File: config.mk
export PLATFORM = sky130hd
export DESIGN_NAME = stream_mux
export DESIGN_NICKNAME = d
export VERILOG_FILES = /design/src/rtl/stream_mux_pkg.sv /design/src/rtl/rr_arbiter.sv /design/src/rtl/stream_mux.sv
export SDC_FILE = /design/constraint.sdc
export NUM_CORES = 1
export LEC_CHECK = 0
export ABC_AREA = 0
export BUFFER_PORTS_ARGS = -buffer_cell sky130_fd_sc_hd__buf_2
export CORE_MARGIN = 4
export CORE_UTILIZATION = 45
export CTS_CLUSTER_SIZE = 28
export DETAILED_ROUTE_END_ITERATION = 10
export PLACE_DENSITY = 0.74
export SLEW_MARGIN = 20
export SYNTH_ARGS = -nofsm -noshare
export SYNTH_HDL_FRONTEND = slang
export SYNTH_SLANG_ARGS = --single-unit
File: constraint.sdc
create_clock -name clk -period 3.7 [get_ports clk]
set_input_delay 0.185 -clock clk [delete_from_list [all_inputs] [get_ports clk]]
set_output_delay 0.185 -clock clk [all_outputs]
set_load 0.05 [all_outputs]
File: src/rtl/stream_mux_pkg.sv
// rtl/stream_mux_pkg.sv - shared state type and width helper for stream_mux
package stream_mux_pkg;

  typedef enum logic {IDLE, LOCKED} mux_state_e;

  function automatic int sel_w(int ch);
    return (ch > 1) ? $clog2(ch) : 1;
  endfunction

endpackage

File: src/rtl/rr_arbiter.sv
// rtl/rr_arbiter.sv - fixed-priority or round-robin grant with rotating pointer
module rr_arbiter
  import stream_mux_pkg::*;
#(
  parameter int CH = 4,
  parameter int RR = 1,
  localparam int SW = sel_w(CH)
) (
  input  logic          clk,
  input  logic          rst_n,
  input  logic [CH-1:0] req,
  input  logic          advance,
  output logic [CH-1:0] grant,
  output logic [SW-1:0] grant_idx
);

  logic [SW-1:0] ptr_q, ptr_d;
  int            base;
  int            idx;
  logic          found;

  // Scan from the pointer (or from 0 in fixed-priority mode), wrapping modulo CH.
  always_comb begin
    grant     = '0;
    grant_idx = '0;
    found     = 1'b0;
    idx       = 0;
    base      = (RR != 0) ? int'(ptr_q) : 0;
    for (int k = 0; k < CH; k++) begin
      idx = (base + k) % CH;
      if (!found && req[SW'(idx)]) begin
        found             = 1'b1;
        grant[SW'(idx)]   = 1'b1;
        grant_idx         = SW'(idx);
      end
    end
  end

  always_comb begin
    ptr_d = ptr_q;
    if ((RR != 0) && (CH > 1) && advance) begin
      ptr_d = (grant_idx == SW'(CH - 1)) ? '0 : grant_idx + 1'b1;
    end
  end

  always_ff @(posedge clk) begin
    if (!rst_n) begin
      ptr_q <= '0;
    end else begin
      ptr_q <= ptr_d;
    end
  end

endmodule

File: src/rtl/stream_mux.sv
// rtl/stream_mux.sv - registered N-to-1 stream mux with arbitration
// Packet lock (no interleaving within a packet) is built with STREAM_MUX_PKT_LOCK_EN.
module stream_mux
  import stream_mux_pkg::*;
#(
  parameter int DW = 8,
  parameter int CH = 4,
  parameter int RR = 1,
  localparam int SW = sel_w(CH)
) (
  input  logic          clk,
  input  logic          rst_n,
  input  logic [DW-1:0] in_data [CH],
  input  logic [CH-1:0] in_valid,
  input  logic [CH-1:0] in_last,
  output logic [CH-1:0] in_ready,
  output logic [DW-1:0] out_data,
  output logic          out_valid,
  output logic          out_last,
  output logic [SW-1:0] out_sel,
  input  logic          out_ready
);

  logic [CH-1:0] eligible;
  logic [CH-1:0] grant;
  logic [SW-1:0] grant_idx;
  logic          load;
  logic          xfer;
  logic          xfer_last;
  logic          advance;
  logic [DW-1:0] xfer_data;
  mux_state_e    state;

  logic [DW-1:0] out_data_q, out_data_d;
  logic          out_valid_q, out_valid_d;
  logic          out_last_q, out_last_d;
  logic [SW-1:0] out_sel_q, out_sel_d;

`ifdef STREAM_MUX_PKT_LOCK_EN
  mux_state_e    state_q, state_d;
  logic [SW-1:0] lock_ch_q, lock_ch_d;

  assign state    = state_q;
  assign eligible = (state_q == LOCKED) ? (in_valid & (CH'(1) << lock_ch_q)) : in_valid;

  always_comb begin
    state_d   = state_q;
    lock_ch_d = lock_ch_q;
    case (state_q)
      IDLE: begin
        if (xfer && !xfer_last) begin
          state_d   = LOCKED;
          lock_ch_d = grant_idx;
        end
      end
      LOCKED: begin
        if (xfer && xfer_last) begin
          state_d = IDLE;
        end
      end
    endcase
  end

  always_ff @(posedge clk) begin
    if (!rst_n) begin
      state_q   <= IDLE;
      lock_ch_q <= '0;
    end else begin
      state_q   <= state_d;
      lock_ch_q <= lock_ch_d;
    end
  end
`else
  assign state    = IDLE;
  assign eligible = in_valid;
`endif

  rr_arbiter #(
    .CH (CH),
    .RR (RR)
  ) u_arb (
    .clk       (clk),
    .rst_n     (rst_n),
    .req       (eligible),
    .advance   (advance),
    .grant     (grant),
    .grant_idx (grant_idx)
  );

  assign load     = !out_valid_q || out_ready;
  assign in_ready = (rst_n && load) ? grant : '0;
  assign xfer     = |in_ready;
  assign advance  = xfer && (state == IDLE);

  // One-hot select keeps in_data on a register-only path.
  always_comb begin
    xfer_data = '0;
    for (int i = 0; i < CH; i++) begin
      if (grant[i]) begin
        xfer_data = in_data[i];
      end
    end
  end
  assign xfer_last = |(in_last & grant);

  always_comb begin
    out_data_d  = out_data_q;
    out_valid_d = out_valid_q;
    out_last_d  = out_last_q;
    out_sel_d   = out_sel_q;
    if (xfer) begin
      out_data_d  = xfer_data;
      out_valid_d = 1'b1;
      out_last_d  = xfer_last;
      out_sel_d   = grant_idx;
    end else if (load) begin
      out_valid_d = 1'b0;
    end
  end

  always_ff @(posedge clk) begin
    if (!rst_n) begin
      out_data_q  <= '0;
      out_valid_q <= 1'b0;
      out_last_q  <= 1'b0;
      out_sel_q   <= '0;
    end else begin
      out_data_q  <= out_data_d;
      out_valid_q <= out_valid_d;
      out_last_q  <= out_last_d;
      out_sel_q   <= out_sel_d;
    end
  end

  assign out_data  = out_data_q;
  assign out_valid = out_valid_q;
  assign out_last  = out_last_q;
  assign out_sel   = out_sel_q;

endmodule

# After elaboration in Yosys (flattened, before gate mapping)
# Index checks and enable logic that the tools add are counted.
# totals
ff_bits	14
out_inout_bits	16
wordCells	77
# op_classes
addsub	4
magnitude_cmp	8
eq_ne	1
mux	39
bitwise_logic	4
n_reduce_logical	16
# op_table
op	count
8-bit 2-to-1 mux	4
4-bit 2-to-1 mux	5
1-bit 2-to-1 mux	17
2-bit by 4-bit less-than comparator with 1-bit output, second input constant	4
4-bit OR	3
2-bit 2-to-1 mux	5
1-bit binary-select mux with 2-bit select	4
1-bit demux with 2-bit select	4
2-bit by 1-bit >= comparator with 1-bit output, second input constant	4
1-bit logical AND	8
4-bit OR reduction	2
2-bit by 1-bit adder with 2-bit output, second input constant	2
2-bit adder, second input constant	2
4-bit bitwise AND	1
1-bit logical NOT	4
2-bit == test, second input constant	1
2-bit nonzero test	1
1-bit logical OR	1

# Depth between registers and ports, before layout
# Gate-level depths: netlist of the first run.
# depth
word_depth	17
ltp_mapped	13
ltp_nobuf	11

# Cells and area by module
# Synthesis of the first run repeated with hierarchy kept, for this count alone.
# hier_totals
hier_cells	178
area_unflattened_um2	1476.4
# by_module_without_submodules
mod	n_inst	cells_each	area_per_inst_um2	seq_area_each_um2
stream_mux	1	101	833.3	240.2
rr_arbiter	1	77	643.1	40.0

# Worst setup path before layout of the first run
# No wires, ideal clock.
# synth_timing
kind	register to output
startpoint	register u_arb.ptr_q[0]
endpoint	output in_ready[2]
arrival_time_ps	2828
path_slack_ps	687
stages_incl_launch_ff	11
path_buffers	3
cell_sequence	dfxtp_1 > buf_6 > inv_1 > ha_1 > clkbuf_1 > inv_1 > a2111oi_4 > a222oi_1 > o21a_2 > buf_2 > nor2_1
# synth_via
elab_chain_len	14
elab_cells_between_ends	52
cone_classes	3 x add/sub; 8 x order compare; 28 x mux; 3 x bitwise; 10 x reduce/logical
# synth_rtl
item	line_no	source
start: declaration	rr_arbiter.sv:17	logic [SW-1:0] ptr_q, ptr_d;
start signal: assignment	rr_arbiter.sv:50	ptr_q <= ptr_d;
branches (longest 12 deep; another with 2-bit by 4-bit less-than comparator with 1-bit output)	--	
4-bit 2-to-1 mux *	rr_arbiter.sv:31	if (!found && req[SW'(idx)]) begin
4-bit 2-to-1 mux *	stream_mux.sv:91	assign in_ready = (rst_n && load) ? grant : '0;
end: declaration	stream_mux.sv:16	output logic [CH-1:0] in_ready,
# Mark *: on every way between the ends. The select of a mux whose other input is x is not followed.

# Worst setup path in the final report of the first run
# layout_timing
startpoint	register u_arb.ptr_q[1]
endpoint	output in_ready[2]
# The elaborated chain is that of the path after synthesis.

==> impl_metrics.toml, run 1 <==
[worst_setup_path]
critPathCaptureType = "output port"
ff2ff_setup_slack_ns = 0.44
crit_start = "u_arb.ptr_q[1]$_SDFFE_PN0P_"
critical_path_peak_fanout = 18
r2r_start = "u_arb.ptr_q[1]$_SDFFE_PN0P_"
critical_path_class = "flop to output port"
cp-start-kind = "flop"
rr_worst_depth = 10
required_ns = 3.51
cp.arrival_ns = 3.12
r2r_end = "out_sel[1]$_SDFFE_PN0P_"

[die]
start_util_pct = 48.44
die-area_um2 = 4359
io_pins = 59
coreArea_um2 = 3128
rows = 20
die_h_um = 66.03
die-width_um = 66.03

[synth]
synth_area_per_cell_um2 = 8.060
yosys_most_used_dff = "dfxtp_1"
synth-seq-area-share_pct = 18.50
synth_cell_types = 52
syn_inst = 188
synth_edf_count = 0
ys_ff_latch = 14
async_flop_share_pct = 0
synth_fp_nets = 240
yosys.area.top_type = "dfxtp_1"
syn_area_um2 = 1515
yosysTopAreaCellShare_pct = 18.50
yosysWarnings = 0
synth.area.top_cells = "dfxtp_1 18%, ha_1 7.4%, nand2_1 7.4%"

[cts]
cts_tree = "built"
cts-root-buf = "clkbuf_4"
numCtsBuffers = 3
clk_latency_ns = 0.28
cts_hold_buf = 0
cts_setup_buffers = 0
cts_buffer_depth = 2
htreeDepth = 1
post_cts_resized = 0
clk_pin_slew_worst_paths_ns = 0.09
cts_num_sinks = 14

[status]
status = "finished clean"

[global_routing]
grt_pass1_vias = 1323
grt_max_degree = 26
grt_use_total_pct = 18.47
grt_first_pass_wirelength_um = 6375
antenna_found_initial = 0
grt-ovfl-total = 0

[routing]
firstDrtPassIters = 4
dr.first_iter.drc_count = 178
postRouteAntennaNets = 0
vias = 1602
via_per_inst = 5.661
routedWlPerCell_um = 14.35
drt_wl_total_um = 4062
drcViolationCount = 0

[power_and_ir_drop]
power_density_nw_per_um2 = 850.9
ir_drop_uv = 441.2
p_leak_nw = 0.7938
total_power_mw = 1.563

[layout]
nNetsFinal = 292
final_cell_count_no_fill = 283
seq_area_um2 = 280.3
multi_input_area_um2 = 1137
antenna_cells = 0
area_growth_pct = 21.22
drive_above_1_share_pct = 35.56
fillers = 303

[sta]
layout_setup_ws_ns = 0.3932
finalCriticalPeriod_ns = 3.307
drv_slew = 0
finClkSkew_ns = 0.006244
hold_violations = 0
tightestPinTransition_ns = 0.3950
whs_ns = 0.1550
rsz0062_at_grt = "no"
fmaxAchievable_mhz = 302.4
max-slew-margin-rel_pct = 73.66
post-route-period-util_pct = 89.37
finalSetupTns_ns = 0
setup-violations-final = 0

[place]
dp.cells = 279
io_buffer_count = 58
dp_hpwl_um = 3093
dpl_worst_slack_ns = 0.4581
gp_congestion = 0.8388

[min_path]
hold_start = "in_last[3]"
whs_path_depth = 3
min_path_type = "primary input to flop"
holdPathEnd = "out_last$_SDFFE_PN0P_"

[flow_run]
maxCapViolCount = 0
registers in the layout, indices dropped and copies added, names as in the netlist:
| signal | cells |
|---|---|
| out_data | 8 |
| u_arb.ptr_q | 2 |
| out_valid | 1 |
| out_sel | 2 |
| out_last | 1 |
critical path, stage by stage, from the launching register on:
cell	delay, ns
dfxtp_1	0.56
inv_2	0.16
ha_1	0.56
mux2_2	0.38
mux2i_1	0.27
nand2_1	0.17
o21a_2	0.36
nor2_1	0.12
buf_2	0.27
metrics by stage:
step / instance area [um^2] / utilization (%)
2_1_floorplan: 1515 / -
3_3_place_gp: 1800 / 57.56
3_5_place_dp: 1800 / 57.56
4_1_cts: 1837 / 58.72
5_1_grt: 1837 / 58.72
6_report: 1837 / 58.72
synth_stat cells, types with 2 or more instances:
cell type,instances
a21o_1,2
a21oi_1,6
a222oi_1,2
a31o_1,8
a31oi_1,9
buf_2,8
buf_6,2
dfxtp_1,14
ha_1,9
inv_1,3
mux2_2,2
mux2i_1,3
mux4_2,3
nand2_1,30
nand2b_1,3
nand3_1,8
nand3b_1,3
nor2_1,10
nor2b_1,5
nor3_1,4
o21ai_0,17
o21ai_1,5
o31ai_2,2
o32ai_1,2
cells by family (layout without fill, tap and decap cells):
family | count (synthesis) | in the layout | synth area share (%)
and+or+nand+nor | 70 | 70 | 22.96
AOI/OAI and AO/OA | 69 | 69 | 36.75
buffers and inverters | 18 | 69 | 6.440
DFF | 14 | 14 | 18.50
adders and majority gates | 9 | 9 | 7.432
muxes | 8 | 8 | 7.927
report_power, final:
group,internal [mW],switching (mW),total [mW]
clock network,0.0599,0.0496,0.110
registers,0.220,0.0392,0.259
logic,0.407,0.788,1.19
total,0.687,0.876,1.56
routing by layer:
metal / track usage, % / up-vias / part of all wire (%)
li1: - / 812 / -
met4: 4.569 / 0 / 0.66
met5: 0 / - / 0
met3: 1.361 / 4 / 6.2
met1: 28.41 / 743 / 47
met2: 27.53 / 43 / 46
cells in the final DEF, fill, tap and decap left out, drive strengths merged, types with 3 or more instances in the layout:
cell type / netlist / layout
dfxtp: 14 / 14
mux2i: 3 / 3
nor3: 4 / 4
buf: 12 / 61
nor2: 10 / 10
a31o: 8 / 8
nand2: 30 / 30
nand3b: 3 / 3
o21ai: 22 / 22
a31oi: 9 / 9
clkbuf: 2 / 4
nor2b: 5 / 5
a21oi: 6 / 6
nand2b: 3 / 3
nand3: 8 / 8
mux4: 3 / 3
inv: 4 / 4
ha: 9 / 9
cell type report:
cell class / count / area share (%)
flip-flops and latches: 14 / 15.26
well taps: 44 / 2.997
repair buffers: 61 / 17.03
inverters: 4 / 0.8174
multi-input cells: 156 / 61.92
clock buffers: 4 / 1.975
how the worst max path moves through the flow:
stage	endpoint	slack [ns]	cells after the start
final	in_ready[2]	0.39	8
after global routing	in_ready[2]	0.16	8
after CTS	in_ready[2]	0.39	8
after detailed placement	out_data[2]$_SDFFE_PN0P_	0.46	10
after global placement	u_arb.ptr_q[0]$_SDFFE_PN0P_	0.55	9
after floorplan	in_ready[2]	0.69	10
(Power assumes the default switching activity.)
==> inputs of run 2 (changes only) <==
Clock period 3.7 ns to 3.2 ns, I/O delays scaled along.
==> run 2 against run 1 <==
  * First-iteration DRC count shrank 11%
  * Via count increased by 0.31%
  * Sequential power increased by 13%
  * Flip-flop and latch count did not move
  * Global-route usage decreased by 0.15 points
  * Clock power increased by 16%
  * Largest cell class unchanged
  * Largest power group unchanged
==> impl_metrics.toml, run 2 (synthesized netlist as in run 1, its figures left out) <==
[die]
die-width_um = 66.03
io_pins = 59
die-area_um2 = 4359
rows = 20
die_h_um = 66.03
start_util_pct = 48.44
coreArea_um2 = 3128

[layout]
mostFrequentLayoutCells = "58 x buf_2, 30 x nand2_1, 17 x o21ai_0"
area_growth_pct = 24.19
final_cell_count_no_fill = 286
multi_input_area_um2 = 1167
drive_above_1_share_pct = 36.78
seq_area_um2 = 280.3
nNetsFinal = 295
antenna_cells = 0
largest_reg_flops = 8
fillers = 292
final_common_cell = "buf_2"

[sta]
whs_ns = 0.1231
layout_setup_ws_ns = 0.2505
setup-violations-final = 0
fmaxAchievable_mhz = 339.0
finClkSkew_ns = 0.008972
rsz0062_at_grt = "no"
drv_slew = 0
finalSetupTns_ns = 0
tightestPinTransition_ns = 0.5365
post-route-period-util_pct = 92.17
hold_violations = 0
max-slew-margin-rel_pct = 64.23
finalCriticalPeriod_ns = 2.949

[routing]
dr.first_iter.drc_count = 158
via_per_inst = 5.619
vias = 1607
routedWlPerCell_um = 14.31
firstDrtPassIters = 5
drcViolationCount = 0
drt_wl_total_um = 4094
postRouteAntennaNets = 0

[global_routing]
grt-ovfl-total = 0
grt_max_degree = 26
grt_pass1_vias = 1362
grt_use_total_pct = 18.32
grt_use_met3_pct = 1.701
antenna_found_initial = 0
gr-usage-met1_pct = 28.38
grt_first_pass_wirelength_um = 6354
busiest_layer = "met1"
grt.met2_usage_pct = 26.53

[cts]
htreeDepth = 1
numCtsBuffers = 3
clk_latency_ns = 0.28
post_cts_resized = 0
cts_tree = "built"
cts_num_sinks = 14
clk_pin_slew_worst_paths_ns = 0.09
cts-root-buf = "clkbuf_4"
cts_setup_buffers = 0
cts_hold_buf = 0
cts_buffer_depth = 2

[worst_setup_path]
cp-start-kind = "flop"
required_ns = 3.04
critical_path_peak_fanout = 13
critical_path_class = "flop to output port"
ff2ff_setup_slack_ns = 0.27
critPathCaptureType = "output port"
r2r_end = "out_sel[1]$_SDFFE_PN0P_"
rr_worst_depth = 9
r2r_start = "u_arb.ptr_q[1]$_SDFFE_PN0P_"
cp.arrival_ns = 2.79

[place]
dpl_worst_slack_ns = 0.1161
io_buffer_count = 58
gp_congestion = 0.8249
dp.cells = 281
dp_hpwl_um = 3077

[min_path]
whs_path_depth = 3
holdPathEnd = "out_data[3]$_SDFFE_PN0P_"
hold_start = "in_data[3]"
min_path_type = "primary input to flop"

[status]
status = "finished clean"

[power_and_ir_drop]
p_leak_nw = 0.8049
swShare_pct = 55.89
p_clk_share_pct = 6.9
ir_drop_uv = 496.1
switchingPower_mw = 1.042
pwr-share-seq_pct = 15.7
power_density_nw_per_um2 = 990.9
p_int_uw = 822.5
comb_power_share_pct = 77.4

[flow_run]
maxCapViolCount = 0
## run 2: cell count changes in the layout (fill, tap and decap cells not counted), sizes merged
cell   previous run  this run
buf              61        63
a41oi             1         2
## run 2: metrics by stage
stage          util (%)  cell area (um^2)  power [mW]
2_1_floorplan         -              1515       1.418
6_report          60.16              1882       1.865
3_5_place_dp      58.04              1815       1.689
4_1_cts           59.20              1852       1.820
3_3_place_gp      58.04              1815       1.685
5_1_grt           60.16              1882       2.009
## run 2: cell type report
cell class | count | area share [%]
clock buffer | 4 | 1.928
inverter | 4 | 0.7979
multi-input combinational | 157 | 62.03
sequential | 14 | 14.89
tap | 44 | 2.926
timing repair buffer | 63 | 17.42
## run 2: how the worst max path moves through the flow
stage / start / endpoint / slack, ns / depth (start not counted)
after floorplan: u_arb.ptr_q[0]$_SDFFE_PN0P_ / in_ready[2] / 0.21 / 10
after global placement: u_arb.ptr_q[1]$_SDFFE_PN0P_ / out_sel[1]$_SDFFE_PN0P_ / 0.19 / 9
after detailed placement: u_arb.ptr_q[1]$_SDFFE_PN0P_ / out_sel[1]$_SDFFE_PN0P_ / 0.12 / 9
after CTS: u_arb.ptr_q[1]$_SDFFE_PN0P_ / out_sel[1]$_SDFFE_PN0P_ / 0.09 / 9
after global routing: u_arb.ptr_q[1]$_SDFFE_PN0P_ / out_data[2]$_SDFFE_PN0P_ / 0.06 / 9
final: u_arb.ptr_q[1]$_SDFFE_PN0P_ / in_ready[3] / 0.25 / 8
## run 2: power by group through the flow
| stage | Clock (mW) | Combinational (mW) | Sequential, mW |
|---|---|---|---|
| 2_1_floorplan | 0 | 0.875 | 0.543 |
| 3_3_place_gp | 0 | 1.39 | 0.295 |
| 3_5_place_dp | 0 | 1.39 | 0.294 |
| 4_1_cts | 0.130 | 1.40 | 0.293 |
| 5_1_grt | 0.138 | 1.57 | 0.303 |
| 6_report | 0.128 | 1.44 | 0.293 |
## run 2: critical path, cell delays in order (launching register included)
cell     delay, ns
dfxtp_1       0.37
inv_2         0.10
ha_2          0.47
mux2_2        0.38
mux2i_1       0.25
nand2_1       0.17
o211a_2       0.39
nor2_1        0.11
buf_2         0.27
## run 2: metal layers
metal  wire length, um  share of wire (%)
met1              1973                 48
met2              1889                 46
met3               202                4.9
met4                29               0.71
met5                 0                  0
